--- src/rtl/seg_scan_mux_if.sv ---
// Bundle of the digit-scanner data/control signals.
// The master side (the producer of hex digits) drives digits_in/load/blank and
// observes the scanner outputs; the slave side is the scanner itself.
interface seg_scan_mux_if #(
  parameter int NUM_DIGITS = 4
);
  logic [4*NUM_DIGITS-1:0] digits_in;
  logic                    load;
  logic                    blank;
  logic [3:0]              bin_out;
  logic [NUM_DIGITS-1:0]   digit_sel;
  logic                    frame_done;

  modport master (
    output digits_in,
    output load,
    output blank,
    input  bin_out,
    input  digit_sel,
    input  frame_done
  );

  modport slave (
    input  digits_in,
    input  load,
    input  blank,
    output bin_out,
    output digit_sel,
    output frame_done
  );
endinterface

--- src/rtl/seg_scan_mux.sv ---
// seg_scan_mux: time-multiplexes NUM_DIGITS hex nibbles onto one shared
// 7-segment decoder input, with one-hot digit enables and an all-off guard
// gap between digits to avoid ghosting.
//
// Build option: define SEG_LZB_EN for leading-zero blanking (digits above the
// most significant nonzero shadow nibble stay dark; digit 0 is always shown).
// Without the macro every digit is driven and no blanking logic exists.
//
// The interface instance must be built with the same NUM_DIGITS as this module.
module seg_scan_mux #(
  parameter int NUM_DIGITS   = 4,
  parameter int DWELL_CYCLES = 50000,
  parameter int GUARD_CYCLES = 16
) (
  input  logic           clk,
  input  logic           rst,
  seg_scan_mux_if.slave  bus
);

  localparam int MAX_CYC = (DWELL_CYCLES > GUARD_CYCLES) ? DWELL_CYCLES : GUARD_CYCLES;
  localparam int CNT_W   = (MAX_CYC > 1) ? $clog2(MAX_CYC) : 1;
  localparam int IDX_W   = (NUM_DIGITS > 1) ? $clog2(NUM_DIGITS) : 1;

  localparam logic [CNT_W-1:0] DWELL_LAST = CNT_W'(DWELL_CYCLES - 1);
  localparam logic [CNT_W-1:0] GUARD_LAST = CNT_W'(GUARD_CYCLES - 1);
  localparam logic [IDX_W-1:0] IDX_LAST   = IDX_W'(NUM_DIGITS - 1);

  typedef enum logic {
    S_GUARD = 1'b0,
    S_DRIVE = 1'b1
  } state_t;

  state_t                  state_reg, state_next;
  logic [CNT_W-1:0]        cnt_reg, cnt_next;
  logic [IDX_W-1:0]        idx_reg, idx_next;
  logic [4*NUM_DIGITS-1:0] shadow_reg;

  logic [3:0]              bin_out_reg, bin_out_next;
  logic [NUM_DIGITS-1:0]   digit_sel_reg, digit_sel_next;
  logic                    frame_done_reg, frame_done_next;

  // Per-digit views of the shadow register and of the scan position.
  logic [3:0]              nib [NUM_DIGITS];
  logic [NUM_DIGITS-1:0]   onehot;
  logic [NUM_DIGITS-1:0]   drive_mask;

  genvar gi;
  generate
    for (gi = 0; gi < NUM_DIGITS; gi++) begin : g_digit
      assign nib[gi]    = shadow_reg[4*gi +: 4];
      assign onehot[gi] = (idx_reg == IDX_W'(gi));
    end
  endgenerate

`ifdef SEG_LZB_EN
  // A digit is kept lit when it or any more significant nibble is nonzero;
  // digit 0 is unconditionally kept so an all-zero value still shows "0".
  logic [NUM_DIGITS-1:0] lzb_keep;

  generate
    for (gi = 0; gi < NUM_DIGITS; gi++) begin : g_lzb
      if (gi == 0) begin : g_lsd
        assign lzb_keep[gi] = 1'b1;
      end else begin : g_upper
        assign lzb_keep[gi] = |shadow_reg[4*NUM_DIGITS-1 : 4*gi];
      end
    end
  endgenerate

  assign drive_mask = onehot & lzb_keep;
`else
  assign drive_mask = onehot;
`endif

  // Shadow register: captures a full set of digits on the load strobe.
  always_ff @(posedge clk) begin
    if (rst) begin
      shadow_reg <= '0;
    end else if (bus.load) begin
      shadow_reg <= bus.digits_in;
    end
  end

  // FSM state, dwell/guard counter and digit index registers.
  always_ff @(posedge clk) begin
    if (rst) begin
      state_reg <= S_GUARD;
      cnt_reg   <= '0;
      idx_reg   <= '0;
    end else begin
      state_reg <= state_next;
      cnt_reg   <= cnt_next;
      idx_reg   <= idx_next;
    end
  end

  // Next-state logic: count out the guard gap, then the dwell, then advance.
  // Blank does not touch this path, so the scan phase is preserved.
  always_comb begin
    state_next = state_reg;
    cnt_next   = cnt_reg + CNT_W'(1);
    idx_next   = idx_reg;
    case (state_reg)
      S_GUARD: begin
        if (cnt_reg == GUARD_LAST) begin
          cnt_next   = '0;
          state_next = S_DRIVE;
        end
      end
      S_DRIVE: begin
        if (cnt_reg == DWELL_LAST) begin
          cnt_next   = '0;
          state_next = S_GUARD;
          idx_next   = (idx_reg == IDX_LAST) ? '0 : idx_reg + IDX_W'(1);
        end
      end
      default: begin
        cnt_next   = '0;
        state_next = S_GUARD;
      end
    endcase
  end

  // Output decode: nibble of the current index, enable only while driving
  // and not blanked, frame pulse at the end of the last digit's dwell.
  always_comb begin
    bin_out_next    = nib[idx_reg];
    digit_sel_next  = '0;
    frame_done_next = 1'b0;
    if (state_reg == S_DRIVE) begin
      if (!bus.blank) begin
        digit_sel_next = drive_mask;
      end
      frame_done_next = (cnt_reg == DWELL_LAST) && (idx_reg == IDX_LAST);
    end
  end

  // Output register: glitch-free drive of the decoder and digit commons.
  always_ff @(posedge clk) begin
    if (rst) begin
      bin_out_reg    <= '0;
      digit_sel_reg  <= '0;
      frame_done_reg <= 1'b0;
    end else begin
      bin_out_reg    <= bin_out_next;
      digit_sel_reg  <= digit_sel_next;
      frame_done_reg <= frame_done_next;
    end
  end

  assign bus.bin_out    = bin_out_reg;
  assign bus.digit_sel  = digit_sel_reg;
  assign bus.frame_done = frame_done_reg;

endmodule

--- src/flat_wrapper.sv ---
// flat-port wrapper written by rule: the top's interface ports become plain ports
module seg_scan_mux_flat 
#(
  parameter int NUM_DIGITS   = 4,
  parameter int DWELL_CYCLES = 50000,
  parameter int GUARD_CYCLES = 16
)
  (clk, rst, bus_digits_in, bus_load, bus_blank, bus_bin_out, bus_digit_sel, bus_frame_done);
  seg_scan_mux_if #(.NUM_DIGITS(NUM_DIGITS)) bus_i ();
  input  logic clk;
  input  logic rst;
  input wire logic [$bits(bus_i.digits_in)-1:0] bus_digits_in;
  input wire logic [$bits(bus_i.load)-1:0] bus_load;
  input wire logic [$bits(bus_i.blank)-1:0] bus_blank;
  output wire logic [$bits(bus_i.bin_out)-1:0] bus_bin_out;
  output wire logic [$bits(bus_i.digit_sel)-1:0] bus_digit_sel;
  output wire logic [$bits(bus_i.frame_done)-1:0] bus_frame_done;
  assign bus_i.digits_in = bus_digits_in;
  assign bus_i.load = bus_load;
  assign bus_i.blank = bus_blank;
  assign bus_bin_out = bus_i.bin_out;
  assign bus_digit_sel = bus_i.digit_sel;
  assign bus_frame_done = bus_i.frame_done;
  seg_scan_mux #(.NUM_DIGITS(NUM_DIGITS), .DWELL_CYCLES(DWELL_CYCLES), .GUARD_CYCLES(GUARD_CYCLES)) u_core (.clk(clk), .rst(rst), .bus(bus_i));
endmodule
--- config.mk ---
export PLATFORM = sky130hd
export DESIGN_NAME = seg_scan_mux_flat
export DESIGN_NICKNAME = d
export VERILOG_FILES = /design/src/rtl/seg_scan_mux_if.sv /design/src/rtl/seg_scan_mux.sv /design/src/flat_wrapper.sv
export SDC_FILE = /design/constraint.sdc
export NUM_CORES = 1
export LEC_CHECK = 0
export ABC_AREA = 1
export ABC_CLOCK_PERIOD_IN_PS = 1500
export CAP_MARGIN = 10
export CORE_MARGIN = 8
export CORE_UTILIZATION = 47
export CTS_CLUSTER_DIAMETER = 40
export DETAILED_ROUTE_END_ITERATION = 16
export GPL_ROUTABILITY_DRIVEN = 0
export GPL_TIMING_DRIVEN = 0
export PLACE_DENSITY_LB_ADDON = 0.05
export SETUP_SLACK_MARGIN = 0.02
export SLEW_MARGIN = 20
export SYNTH_ARGS = -nofsm -noshare
export SYNTH_HDL_FRONTEND = slang
export SYNTH_SLANG_ARGS = --single-unit
--- constraint.sdc ---
create_clock -name clk -period 1.5 [get_ports clk]
set_clock_uncertainty 0.15 [all_clocks]
set_input_delay 0.225 -clock clk [delete_from_list [all_inputs] [get_ports clk]]
set_output_delay 0.225 -clock clk [all_outputs]
set_load 0.005 [all_outputs]
---- Word-level counts from Yosys, hierarchy flattened ----
Cells that the tools add are included.
storage, ports and cells
  register bits ........................... 44
  bits in latches ......................... 0
  memory bits (writable) .................. 0
  memory bits (read-only) ................. 0
  input bits .............................. 20
  output and inout bits ................... 9
  logic and storage cells ................. 32
  memories kept ........................... 0
cells by class
  add/sub/neg operators ................... 2
  multipliers ............................. 0
  divide/modulo/power cells ............... 0
  magnitude comparators ................... 1
  equality and inequality tests ........... 5
  shift operators ......................... 0
  multiplexer cells ....................... 10
  bitwise gates (word level) .............. 2
  reductions and logical operators ........ 5
operators by type and width
  operator                                              count
  two-way mux 16 bit                                    2
  one-hot mux 16 bit (2 select lines)                   1
  adder 16 x 1 -> 16 bit, second input constant         1
  equality test 16 bit, second input constant           1
  equality test 16 x 4 -> 1 bit, second input constant  1
  binary-select mux 4 bit (select 2 bit)                1
  two-way mux 4 bit                                     2
  equality test 2 bit, second input constant            2
  >= comparator 3 bit, second input constant            1
  NOT 2 -> 3 bit                                        1
  OR reduction 3 bit                                    1
  adder 2 x 1 -> 2 bit, second input constant           1
  equality test 2 x 1 -> 1 bit, second input constant   1
  zero test 2 bit                                       1
  two-way mux 1 bit                                     2
  two-way mux 2 bit                                     1
  one-hot mux 1 bit (2 select lines)                    1
  AND reduction 2 bit                                   1
  OR reduction 2 bit                                    1
  logical AND 1 bit                                     1
  NOT 1 bit                                             1

---- Logic depth before layout (Yosys ltp) ----
  word-level depth ........................ 4
  gate-level depth with buffers ........... 8

---- Least setup slack after synthesis ----
No wires, ideal clock.
  kind .................................... flip-flop to flip-flop
  start ................................... register u_core.idx_reg[0]
  end ..................................... register u_core.idx_reg[1]
  arrival ................................. 1.194 ns
  path slack .............................. 0.046 ns
  stages on the path, launching flop included .. 8
  buffers on the path ..................... 1
  period minus slack after synthesis ...... 1.454 ns
  cell sequence ........................... dfxtp_1 inv_1 buf_2 ha_1 inv_1 nand4_1 nand2_1 nor2_1
between the ends
  cells in the longest elaborated chain, start to end .. 2
RTL lines
  what                                                                line                 source
  start: declaration                                                  seg_scan_mux.sv:35   logic [IDX_W-1:0] idx_reg, idx_next;
  start signal: assignment                                            seg_scan_mux.sv:93   idx_reg <= idx_next;
  adder 2 x 1 -> 2 bit / equality test 2 bit (equally long branches)  seg_scan_mux.sv:114  idx_next = (idx_reg == IDX_LAST) ? '0 : idx_reg + IDX_W'(1);
  two-way mux 2 bit *                                                 seg_scan_mux.sv:114
Mark *: on every way between the ends. The rest lies on a longest branch, timed or not.
A chain may end at the register's enable or synchronous reset.

---- Final worst setup path ----
  start ................................... register u_core.cnt_reg[1]
  end ..................................... register u_core.cnt_reg[12]
between the ends
  cells in the longest elaborated chain, start to end .. 3
RTL lines
  what                                            line                                      source
  start: declaration                              seg_scan_mux.sv:34                        logic [CNT_W-1:0] cnt_reg, cnt_next;
  start signal: assignment                        seg_scan_mux.sv:92                        cnt_reg <= cnt_next;
  adder 16 x 1 -> 16 bit (tied with other cells)  seg_scan_mux.sv:101                       cnt_next = cnt_reg + CNT_W'(1);
  two-way mux 16 bit (on tied branches)           seg_scan_mux.sv:111, seg_scan_mux.sv:105
  one-hot mux 16 bit (2 select lines) *           seg_scan_mux.sv:103                       case (state_reg)
Marks and branches as above.

==> flow_summary.json <==
{
  "grt_pass1_wl_mm": 7.100,
  "fillers": 363,
  "fin_cells": 355,
  "cp_max_fo": 5,
  "drive_gt1_share_pct": 14.75,
  "worst_slew_pin_slew_ns": 0.5386,
  "num_rows": 23,
  "post-place-cells": 339,
  "relSlewSlack_pct": 64.09,
  "grt_use_total_pct": 14.13,
  "switching_power_w": 0.0005005,
  "syn_to_final_growth_pct": 30.67,
  "finalSetupViolations": 0,
  "die_area_um2": 6315,
  "p_leak_nw": 1.008,
  "synth.net_count": 286,
  "clkTransAtPathRegs_ns": 0.08,
  "hold_viol": 0,
  "numCtsBuffers": 5,
  "die_y_um": 79.47,
  "finish.utilization_pct": 62.74,
  "syn-cell-area_um2": 1893,
  "first_global_vias": 1587,
  "timing.final.max_slew_violations": 0,
  "ys_async_sr_fraction_pct": 0,
  "fin_crit_ns": 1.413,
  "cap_violations": 0,
  "num_io_pins": 29,
  "die_x_um": 79.47,
  "detailed_place_hpwl_mm": 2.970,
  "p_int_w": 0.001672,
  "p_clk_share_pct": 35.6,
  "arrival_ns": 1.43,
  "syn_avg_cell_area_um2": 7.253,
  "rsz0062_at_grt": "yes",
  "yosys_warnings": 0,
  "syn_inst": 261,
  "wl_per_cell_um": 12.10,
  "pwr-share-seq_pct": 56.6,
  "grt_antenna_before_repair": 0,
  "synth_edf_count": 0,
  "cts_sinks": 44,
  "vias": 1709,
  "p_per_area_nw_per_um2": 878.4,
  "hp-class": "reg -> reg",
  "via_per_inst": 4.814,
  "synth-seq-cells": 44,
  "synth_flop_cell": "dfxtp_1",
  "drt-pass1-iter-count": 4,
  "ir_drop_v": 0.0004608,
  "cts.path.max_buffers": 2,
  "grt_max_degree": 14,
  "nets": 329,
  "cts_tree": "yes",
  "setup_tns_ns": 0,
  "fp.coreArea_um2": 3943,
  "wl_mm": 4.296,
  "htreeDepth": 2,
  "ys_seq_area_share_pct": 46.53,
  "drt_iter0_markers": 133,
  "numPortBuffers": 28,
  "worstPathRequired_ns": 1.52,
  "start_kind": "flip-flop",
  "synth_cell_type_count": 21,
  "clk_latency_ns": 0.29,
  "setup.worst_path.end_class": "flip-flop",
  "drc": 0,
  "antenna_left": 0,
  "finalCritPeriodShare_pct": 94.18,
  "grt_overflow": 0,
  "status": "completed",
  "p_sw_share_pct": 23.04,
  "timing.fmax_mhz": 707.9,
  "comb_power_share_pct": 7.8,
  "start_util_pct": 48.02,
  "clockRootBuffer": "clkbuf_8",
  "n_antenna_cell": 0,
  "path_class": "reg -> reg"
}
[power by group through the flow]
stage	combinational [W]	clock, W	sequential [W]
after floorplan	0.0000748	0	0.00125
after global placement	0.000157	0	0.00125
after detailed placement	0.000159	0	0.00125
after CTS	0.000159	0.000802	0.00122
after global routing	0.000195	0.000845	0.00123
final	0.000171	0.000773	0.00123
[cell usage in the layout, fill, tap and decap left out, drive strengths merged]
cell type / n
nor3: 1
xor2: 8
clkbuf: 10
nor3b: 1
nand2: 38
dfxtp: 44
ha: 5
a21oi: 10
nand3: 12
buf: 9
inv: 25
clkinvlp: 2
nor2: 81
o21ai: 26
dlygate4sd2: 9
o21bai: 1
nand4: 4
clkdlybuf4s50: 19
[logic make-up (layout without fill, tap and decap cells)]
logic type                 Yosys count  in the layout  synth area share (%)
AOI/OAI and AO/OA                   37             37                 9.914
adders and majority gates            5              5                 3.305
and+or+nand+nor                    136            137                 30.34
DFF                                 44             44                 46.53
xor gates and xnor gates             8              8                 3.701
buffers and inverters               31             74                 6.212
[cell usage after synthesis (2+ instances only)]
cell type / n / area [um^2]
ha_1: 5 / 62.56
nor2_2: 3 / 18.77
nand3_1: 9 / 45.04
nor2_1: 76 / 285.3
a21oi_1: 10 / 50.05
xor2_1: 8 / 70.07
o21ai_0: 26 / 130.1
inv_1: 23 / 86.33
nand2_1: 37 / 138.9
nand3_2: 2 / 20.02
nor2_4: 2 / 22.52
dfxtp_1: 44 / 880.8
clkinv_1: 2 / 7.510
nand4_1: 4 / 25.02
clkbuf_1: 4 / 15.01
[timing repair]
item	4_1_cts	5_1_grt
buffers inserted	2	5
endpoints found under the setup margin	29	22
hold buffers	0	0
gates cloned	0	1
resized for setup	17	24
pin swaps	1	8
[final timing paths]
check | slack, ns | to | cells past startpoint | from
worst min-delay path | 0.29 | u_core.cnt_reg[0] | 1 | u_core.cnt_reg[0]
worst min register to register | 0.29 | u_core.cnt_reg[0] | 1 | u_core.cnt_reg[0]
worst max-delay path | 0.09 | u_core.cnt_reg[12] | 8 | u_core.cnt_reg[1]
worst max register to register | 0.09 | u_core.cnt_reg[12] | 8 | u_core.cnt_reg[1]
[critical path, cell delays in order, from the launching register on]
cell	delay, ns
dfxtp_2	0.36
ha_4	0.16
nand2_1	0.10
nor2_4	0.17
nand2_2	0.09
nor2_1	0.10
nand2_1	0.05
nand2_1	0.06
nor2_1	0.03
[through the flow]
stage | worst slack (ns) | hold slack [ns] | power [W] | cell area (um^2)
5_1_grt | -0.008249 | 0.2999 | 0.002274 | 2474
2_1_floorplan | 0.04603 | 0.1511 | 0.001325 | 1893
4_1_cts | 0.007710 | 0.3031 | 0.002186 | 2360
3_3_place_gp | -0.3648 | 0.2805 | 0.001409 | 2236
3_5_place_dp | -0.3498 | 0.2902 | 0.001413 | 2236
6_report | 0.08734 | 0.2924 | 0.002173 | 2474
[per-layer routing]
layer,share of wire [%],vias to the layer above,GRT usage [%]
met1,49,754,19.01
met3,5.6,6,4.054
met4,1.6,0,5.556
li1,-,912,-
met5,0,-,0
met2,44,37,20.62
[area by class of cell]
cell class	count	area, um^2	area share [%]
timing repair buffer	35	325.3	13.15
inverter	26	103.9	4.198
buffer	5	28.78	1.163
tap	50	62.56	2.529
multi-input combinational	187	964.7	39.00
clock inverter	1	7.507	0.3035
clock buffer	7	86.33	3.490
sequential	44	894.6	36.17
No activity file was read; power rests on OpenSTA's default activity.
